--- src/rtl/change_dispenser.sv ---
// Dime/nickel change dispenser driving a coin hopper.
// Greedy dime-first payout with per-edge ack timeout.
module change_dispenser #(
   parameter int ACK_TIMEOUT = 16
) (
   input  logic       clk,
   input  logic       reset,
   input  logic       change_valid,
   input  logic [3:0] change_in,
   input  logic       hopper_ack,
   input  logic       dime_empty,
   input  logic       nickel_empty,
   output logic       change_ready,
   output logic       eject_dime,
   output logic       eject_nickel,
   output logic       change_done,
   output logic       change_err,
   output logic [3:0] owed_out
);

   typedef enum logic [2:0] {
      IDLE,
      SELECT,
      EJECT_D,
      EJECT_N,
      GAP,
      DONE,
      FAULT
   } state_t;

   localparam logic [7:0] TMAX = 8'(ACK_TIMEOUT - 1);

   state_t     state;
   logic [3:0] remaining;
   logic [2:0] residue;
   logic [7:0] timer;
   logic [3:0] rounded;
   logic [2:0] res_in;
   logic [3:0] owed_sum;

   // Split the request into a payable multiple of 5 and a leftover residue
   always_comb begin
      rounded = 4'd0;
      if (change_in >= 4'd15)
         rounded = 4'd15;
      else if (change_in >= 4'd10)
         rounded = 4'd10;
      else if (change_in >= 4'd5)
         rounded = 4'd5;
      res_in   = 3'(change_in - rounded);
      owed_sum = remaining + {1'b0, residue};
   end

   assign change_ready = (state == IDLE);
   assign eject_dime   = (state == EJECT_D);
   assign eject_nickel = (state == EJECT_N);
   assign change_done  = (state == DONE);

   // Main sequencer: payout selection, hopper handshake, timeout, result
   always_ff @(posedge clk or negedge reset) begin
      if (!reset) begin
         state      <= IDLE;
         remaining  <= 4'd0;
         residue    <= 3'd0;
         timer      <= 8'd0;
         change_err <= 1'b0;
         owed_out   <= 4'd0;
      end else begin
         unique case (state)
            IDLE: begin
               if (change_valid) begin
                  remaining  <= rounded;
                  residue    <= res_in;
                  change_err <= 1'b0;
                  owed_out   <= 4'd0;
                  state      <= SELECT;
               end
            end
            SELECT: begin
               if (remaining == 4'd0) begin
                  owed_out   <= owed_sum;
                  change_err <= (residue != 3'd0);
                  state      <= DONE;
               end else if (remaining >= 4'd10 && !dime_empty) begin
                  timer <= TMAX;
                  state <= EJECT_D;
               end else if (remaining >= 4'd5 && !nickel_empty) begin
                  timer <= TMAX;
                  state <= EJECT_N;
               end else begin
                  state <= FAULT;
               end
            end
            EJECT_D: begin
               if (hopper_ack) begin
                  remaining <= remaining - 4'd10;
                  timer     <= TMAX;
                  state     <= GAP;
               end else if (timer == 8'd0) begin
                  state <= FAULT;
               end else begin
                  timer <= timer - 8'd1;
               end
            end
            EJECT_N: begin
               if (hopper_ack) begin
                  remaining <= remaining - 4'd5;
                  timer     <= TMAX;
                  state     <= GAP;
               end else if (timer == 8'd0) begin
                  state <= FAULT;
               end else begin
                  timer <= timer - 8'd1;
               end
            end
            GAP: begin
               if (!hopper_ack) begin
                  state <= SELECT;
               end else if (timer == 8'd0) begin
                  state <= FAULT;
               end else begin
                  timer <= timer - 8'd1;
               end
            end
            FAULT: begin
               change_err <= 1'b1;
               owed_out   <= owed_sum;
               state      <= DONE;
            end
            DONE: begin
               state <= IDLE;
            end
            default: begin
               state <= IDLE;
            end
         endcase
      end
   end

endmodule

--- config.mk ---
export PLATFORM = sky130hd
export DESIGN_NAME = change_dispenser
export DESIGN_NICKNAME = d
export VERILOG_FILES = /design/src/rtl/change_dispenser.sv
export SDC_FILE = /design/constraint.sdc
export NUM_CORES = 1
export LEC_CHECK = 0
export ABC_AREA = 1
export ABC_CLOCK_PERIOD_IN_PS = 4390
export BUFFER_PORTS_ARGS = -buffer_cell sky130_fd_sc_hd__buf_2
export CAP_MARGIN = 20
export CORE_MARGIN = 1.5
export CORE_UTILIZATION = 45
export CTS_CLUSTER_DIAMETER = 80
export DETAILED_ROUTE_END_ITERATION = 16
export PLACE_DENSITY = 0.64
export SLEW_MARGIN = 20
export SYNTH_ARGS = -nofsm -noshare
export SYNTH_HDL_FRONTEND = slang
export SYNTH_SLANG_ARGS = --single-unit
--- constraint.sdc ---
create_clock -name clk -period 4.39 [get_ports clk]
set_input_delay 0.2195 -clock clk [delete_from_list [all_inputs] [get_ports clk]]
set_output_delay 0.2195 -clock clk [all_outputs]
set_load 0.005 [all_outputs]
==> results by group, run 1 <==
Route
  – DRT Wirelength: 3.76 mm
  – Vias/cell: 4.95
  – Via count: between 1,500 and 2,000
  – Routed wire per std cell: 12.0 µm
  – DR pass1 iterations: 4
  – Initial drt markers: 85
  – Number of remaining DRC errors: 0
  – Number of nets with antenna violations after routing: 0

Die
  – # rows: 22
  – Die Y: around 66 µm
  – Initial core utilization: 47.7%
  – # IOs: 19
  – Chip width: about 66 µm
  – Core Area: approximately 3700 µm²
  – Die Area: 4350 µm²

Min path
  – Hold path depth: 3
  – Worst min path class: in -> reg

Logic synthesis
  – Cells after synthesis: between 200 and 250
  – Ys Warns: 0
  – Syn Area/Cell: 7.29 µm²
  – Synth area leaders: dfrtp_1 32%, nand2_1 11%, ha_1 9.8%, nand3_1 8.1%, inv_1 8.0%
  – Top FF cell, synth: dfrtp_1
  – Synthesized cell area: between 1500 and 2000 µm²
  – Netlist cell types: 28
  – Leading area contributor after synthesis: dfrtp_1
  – Yosys reg bits: 23
  – Top-count cell post-synth: nand2_1
  – Post-synth EDFFs: 0
  – Asr flop ratio synth: 100%
  – Top cell types by occurrence after synthesis: 54 x nand2_1, 38 x inv_1, 29 x nand3_1
  – Post-synthesis sequential area ratio: around a third
  – Top cell type's share of synthesized area: around 32%
  – Syn nets: 270

Clock tree
  – CTS Root Cell: clkbuf_8
  – CTS tree: done
  – Post-CTS setup buffers: 0
  – Clk slew on worst S/H paths: roughly 90 ps
  – CTS H-tree lvls: 1
  – Clk sinks: 23
  – Clock Path Buffers: 2
  – Worst-Skew Late Latency: 270 ps
  – Total CTS buffers: 3

Timing
  – RSZ-0062 raised after global routing: false
  – Crit path time final: approximately 1800 ps
  – Setup_tns: 0 ps
  – Hold Fails Final Rpt: 0
  – Fin. max-slew vios: 0
  – Clk_skew: 1.77 ps
  – Worst-Margin Slew: 559 ps
  – Slew margin rel.: 62.7%
  – Final period util: 41.0%
  – Final setup vio count: 0
  – F_max: 555 MHz
  – Setup ws final: about 2600 ps

Setup path
  – Worst Path Buf+Inv: 3
  – R2R cell count: 11
  – Crit path max-delay family: simple AND/OR/NAND/NOR gates
  – CP max stage cell: dfrtp_1
  – WP data required: approximately 4600 ps
  – Levels on crit path: 11
  – Crit-path max cell delay: approximately 420 ps
  – CP dominant cell by count: nand2_1
  – CP Launch Type: flip-flop
  – CP Cell Sequence: inv_1 > ha_1 > inv_1 > nand2_1 > nand3_1 > nand2_1 > nand3_4 > nand2_1 > inv_1 > nand2_1 > nand2_1
  – Critical path data arrival time: 1970 ps
  – CP Class: reg -> reg
  – Setup crit end kind: flip-flop
  – Worst Path Max Fanout: 15

Global routing
  – M2 GR Usage: 31.4%
  – Grt peak-use layer: met2
  – GRT met1 Usage: 29.1%
  – Global Route met3 Usage: 2.56%
  – Largest net degree at the start of global routing: 24
  – Vias in the first global route: 1,478
  – Gr usage total: 19.8%
  – Global-route wire length before repair: 6.71 mm
  – GR Overflow Total: 0
  – Initial antenna violation count: 0

Cells and area
  – Fin area: approximately 2000 µm²
  – Multi-input logic area: 1020 µm²
  – Number of fill cells: approximately 400
  – Final core occ: a little over half
  – Ratio of cells with drive above 1 in the final layout: between 10% and 20%
  – # diodes: 0
  – Fin nets: 290
  – Area Growth Syn to Fin: 9.60%
  – Register area: ~580 µm²

Placed design
  – Post-place setup slack: 2590 ps
  – PortBufs: 18
  – Post-DP HPWL: approximately 2.9 mm
  – Dpl cell area: 1900 µm²
  – RD Place Congestion: 0.849

Pwr
  – Worst VDD drop: 0.232 mV
  – Leak pwr: between 1 and 1.5 nW
  – PD cells: 665 nW/µm²

Flow run
  – Max Cap Viol: 0

Run status
  – Run status: completed
[logic make-up after synthesis]
| family | Yosys count | share of synthesized area [%] |
|---|---|---|
| and+or+nand+nor | 131 | 35.5 |
| adders and majority gates | 15 | 10.9 |
| xor gates and xnor gates | 6 | 2.94 |
| DFF | 23 | 32.2 |
| AOI/OAI and AO/OA | 25 | 7.85 |
| buffers and inverters | 45 | 10.6 |
[flip-flops by register name, summed over array words and instances (netlist names)]
register	count
residue	3
remaining	4
change_err	1
owed_out	4
timer	8
state	3
[per-layer routing]
metal	wire [µm]	share of wire, %	vias to the layer above
met5	0	0	-
met1	2010	54	696
li1	-	-	821
met4	31	0.82	0
met2	1600	43	24
met3	111	3.0	4
[report_power, final]
part           internal, mW  switching [mW]  leakage [nW]
clock network        0.0635          0.0748        0.0255
logic                 0.288           0.480         0.737
registers             0.298          0.0961         0.284
total                 0.650           0.651          1.05
[area by class of cell]
class / instances / share of cell area (%)
Tap cell: 48 / 3.07
Clock inverter: 1 / 0.256
Multi-Input combinational cell: 177 / 52.2
Clock buffer: 3 / 2.11
Timing Repair Buffer: 19 / 5.12
Inverter: 41 / 7.86
Sequential cell: 23 / 29.4
[metrics by stage]
stage	power [mW]	hold WS [ps]	std cells
3_3_place_gp	1.16	234	307
2_1_floorplan	1.01	-76.1	245
3_5_place_dp	1.17	233	307
6_report	1.30	291	312
5_1_grt	1.45	309	312
4_1_cts	1.31	275	312
[path summary, 6_finish.rpt]
check	start	to	slack (ps)
setup / recovery	remaining[1]	timer[4]	2590
max in group asynchronous	reset	owed_out[3]	3580
min in group asynchronous	reset	remaining[2]	460
hold / removal	hopper_ack	state[2]	290
hold reg to reg	owed_out[0]	owed_out[0]	510
setup reg to reg	remaining[1]	timer[4]	2590
[worst register-to-register path, delay by kind of cell (launching register included)]
family                     cells  cell delay [ps]
and+or+nand+nor                7              710
buffers and inverters          3              350
DFF                            1              420
adders and majority gates      1              230
[layout by cell type, fill, tap and decap left out]
cell	synthesis	final
xor2_1	3	3
dlygate4sd3_1	0	1
o21ai_2	1	1
o21ai_1	3	3
nand4_1	8	8
nand4_2	1	1
ha_1	14	14
nor2_4	3	3
nand2b_1	1	1
o21a_1	2	2
a21oi_1	6	6
dfrtp_1	23	23
inv_2	3	3
nand3_1	29	29
clkinv_2	0	1
xnor2_1	3	3
nor2_1	23	23
nor3_1	1	1
clkbuf_8	0	3
inv_1	38	38
o21ai_0	10	10
nor2_2	2	2
nand2_2	7	7
a31oi_1	1	1
nand2_1	54	54
buf_2	1	18
nand3_4	2	2
fa_1	1	1
a22oi_1	2	2
[what timing repair did]
item | 4_1_cts | 5_1_grt
hold buffers | 1 | 0
hold endpoints to repair | 23 | 0
gates resized for setup | 0 | 0
Power figures use the tool's default switching activity.
==> run 2: changes to the inputs <==
- ABC_AREA: 1 -> 0
- ABC_CLOCK_PERIOD_IN_PS: 4390 -> 1700
- clock period: 4.39 -> 1.7 ns (I/O delays scaled with it)
==> results by group, run 2 <==
Die
  – Die Area: approximately 3900 µm²
  – Chip width: 62.6 µm
  – # IOs: 19
  – Die Y: 62.6 µm
  – Core Area: 3360 µm²
  – # rows: 21
  – Initial core utilization: 47.5%

Placed design
  – PortBufs: 18
  – Post-place setup slack: -348 ps
  – Dpl cell area: about 2000 µm²
  – RD Place Congestion: between 0.8 and 0.9
  – Post-DP HPWL: slightly above 3 mm

Pwr
  – Leak pwr: 1.07 nW
  – Design Power: 3.87 mW
  – Worst VDD drop: approximately 0.9 mV
  – PD cells: 1700 nW/µm²

Logic synthesis
  – Ys Warns: 0
  – Post-Synth Simple-Gate Area: roughly 18%
  – Post-synthesis sequential area ratio: 36.1%
  – Post-synth EDFFs: 0
  – Top cell types by occurrence after synthesis: 23 x dfrtp_1, 20 x nand2_1, 18 x a21oi_1
  – Synth Area in XOR/XNOR: 1.65%
  – Synth area leaders: dfrtp_1 36%, ha_1 11%, a21oi_1 5.6%, o21ai_0 5.0%, nand2_1 4.7%
  – Mux contribution to synthesized area: 1.41%
  – Largest family of logic cells by synthesized area: compound AO/OA/AOI/OAI gates
  – Yosys reg bits: 23
  – Cells after synthesis: 184
  – Top cell type's share of synthesized area: approximately 36%
  – Top FF cell, synth: dfrtp_1
  – Top-count cell post-synth: dfrtp_1
  – Syn Area/Cell: 8.68 µm²
  – Leading area contributor after synthesis: dfrtp_1
  – Netlist cell types: 45
  – Post-synthesis compound-gate area fraction: 25.8%
  – Adder-cell share of the synthesized area: roughly an eighth
  – Synthesized cell area: 1600 µm²
  – Syn nets: ~210
  – Asr flop ratio synth: 100%

Setup path
  – CP Launch Type: flip-flop
  – Crit-path max cell delay: 410 ps
  – CP Cell Sequence: inv_2 > ha_4 > nor3b_4 > o32a_1 > o21a_4 > or3_4 > o21ai_2
  – CP max stage cell: dfrtp_1
  – CP Class: reg -> reg
  – Setup crit end kind: flip-flop
  – Worst Path Buf+Inv: 1
  – Worst Path Max Fanout: 5
  – WP data required: just under 2000 ps
  – Crit path max-delay family: compound AO/OA/AOI/OAI gates
  – Critical path data arrival time: around 2200 ps

Clock tree
  – Clock Path Buffers: 2
  – CTS H-tree lvls: 1
  – Worst-Skew Late Latency: 320 ps
  – CTS Root Cell: clkbuf_4
  – Clk slew on worst S/H paths: 140 ps
  – Total CTS buffers: 3
  – Clk sinks: 23
  – CTS tree: done

Cells and area
  – # diodes: 0
  – Most flop-heavy register: timer
  – Ratio of cells with drive above 1 in the final layout: 42.1%
  – Regs by FF count: timer: 8 flops, owed_out: 4 flops, remaining: 4 flops
  – Fin area: 2280 µm²
  – Fin nets: 273
  – Max FFs per register: 8
  – Number of fill cells: 298
  – Area Growth Syn to Fin: 43.1%
  – Most common cell after layout, fill and taps aside: buf_4
  – Most frequent cells in the layout: 38 x buf_4, 21 x dfrtp_1, 18 x nand2_1, 18 x buf_2

Timing
  – Hold Fails Final Rpt: 0
  – Final period util: 112%
  – Worst-Margin Slew: ~560 ps
  – Slew margin rel.: 62.3%
  – Fin. max-slew vios: 0
  – Setup_tns: -1630 ps
  – F_max: 523 MHz
  – Setup ws final: -212 ps
  – Crit path time final: between 1500 and 2000 ps
  – RSZ-0062 raised after global routing: true
  – Final setup vio count: 14
  – Clk_skew: 9.84 ps

Global routing
  – Initial antenna violation count: 0
  – Largest net degree at the start of global routing: 24
  – Vias in the first global route: 1,657
  – GR Overflow Total: 0
  – Global Route met3 Usage: 4.32%
  – M2 GR Usage: 44.1%
  – Gr usage total: 24.3%
  – Grt peak-use layer: met2
  – Global-route wire length before repair: 7.53 mm
  – GRT met1 Usage: 29.8%

Route
  – Via count: 1,654
  – Initial drt markers: 67
  – Routed wire per std cell: 15.7 µm
  – Number of nets with antenna violations after routing: 0
  – Vias/cell: 5.65
  – DR pass1 iterations: 5
  – DRT Wirelength: 4.59 mm
  – Number of remaining DRC errors: 0

Run status
  – Run status: finished, violations left
  – Failing checks: negative setup slack

Min path
  – Worst min path class: in -> reg

Flow run
  – Max Cap Viol: 0
==> run 2: cell count changes after synthesis, sizes merged, moves of 4 or more <==
cell	delta
nand4	-9
nor3	+4
a31oi	+4
nor2b	+5
nand3	-30
nand2	-41
a21oi	+12
inv	-28
o41ai	+4
nor2	-12
==> run 2: area by class of cell <==
cell class / instances / area, µm² / share of cell area [%]
repair buffers: 62 / 435 / 19.1
multi-input cells: 145 / 1140 / 49.8
clock inverters: 1 / 5.00 / 0.219
clock buffers: 3 / 22.5 / 0.986
flip-flops and latches: 23 / 578 / 25.3
inverters: 13 / 48.8 / 2.14
well taps: 46 / 57.6 / 2.52
==> run 2: logic make-up (layout without fill, tap and decap cells) <==
| family | count (synthesis) | after routing |
|---|---|---|
| DFF | 23 | 23 |
| xor gates and xnor gates | 3 | 3 |
| buffers and inverters | 17 | 79 |
| AOI/OAI and AO/OA | 64 | 65 |
| adders and majority gates | 15 | 15 |
| and+or+nand+nor | 60 | 60 |
| muxes | 2 | 2 |
==> run 2: worst reg2reg max path: stages (launching register included) <==
cell and delay, ps:
dfrtp_1 410, inv_2 80, ha_4 160, nor3b_4 150, o32a_1 360, o21a_4 250, or3_4 370, o21ai_2 60
==> run 2: worst paths after layout <==
check	start	end	slack, ps	depth (start not counted)
worst max-delay path	remaining[1]	timer[0]	-210	7
min in group asynchronous	reset	residue[2]	260	2
worst min register to register	owed_out[2]	owed_out[2]	540	2
worst max register to register	remaining[1]	timer[0]	-210	7
max in group asynchronous	reset	state[0]	1040	2
worst min-delay path	hopper_ack	state[1]	10	2
==> run 2: timing repair <==
item                       in CTS  in global routing
gates cloned                    1                  1
hold endpoints to repair       23                  0
resized for setup              15                 30
setup endpoints to repair      10                 20
buffers inserted                8                  3
hold buffers                    1                  0
pin swaps                       6                  8
==> run 2: layer usage <==
| metal | vias up | share of wire (%) |
|---|---|---|
| met5 | - | 0 |
| met4 | 0 | 0.91 |
| met3 | 6 | 4.0 |
| met2 | 46 | 52 |
| met1 | 805 | 43 |
| li1 | 797 | - |
==> run 2: per-stage QoR <==
| stage | hold slack (ps) | std cells | utilization [%] |
|---|---|---|---|
| 2_1_floorplan | -211 | 184 | - |
| 3_3_place_gp | 92.1 | 275 | 58.7 |
| 3_5_place_dp | 105 | 275 | 58.7 |
| 4_1_cts | 9.59 | 289 | 63.5 |
| 5_1_grt | 15.1 | 293 | 67.9 |
| 6_report | 10.6 | 293 | 67.9 |
==> run 2: where the power goes <==
part | switching, mW | total [mW] | internal [mW]
sequential | 0.192 | 0.942 | 0.750
combinational | 1.35 | 2.66 | 1.32
clock | 0.180 | 0.268 | 0.0882
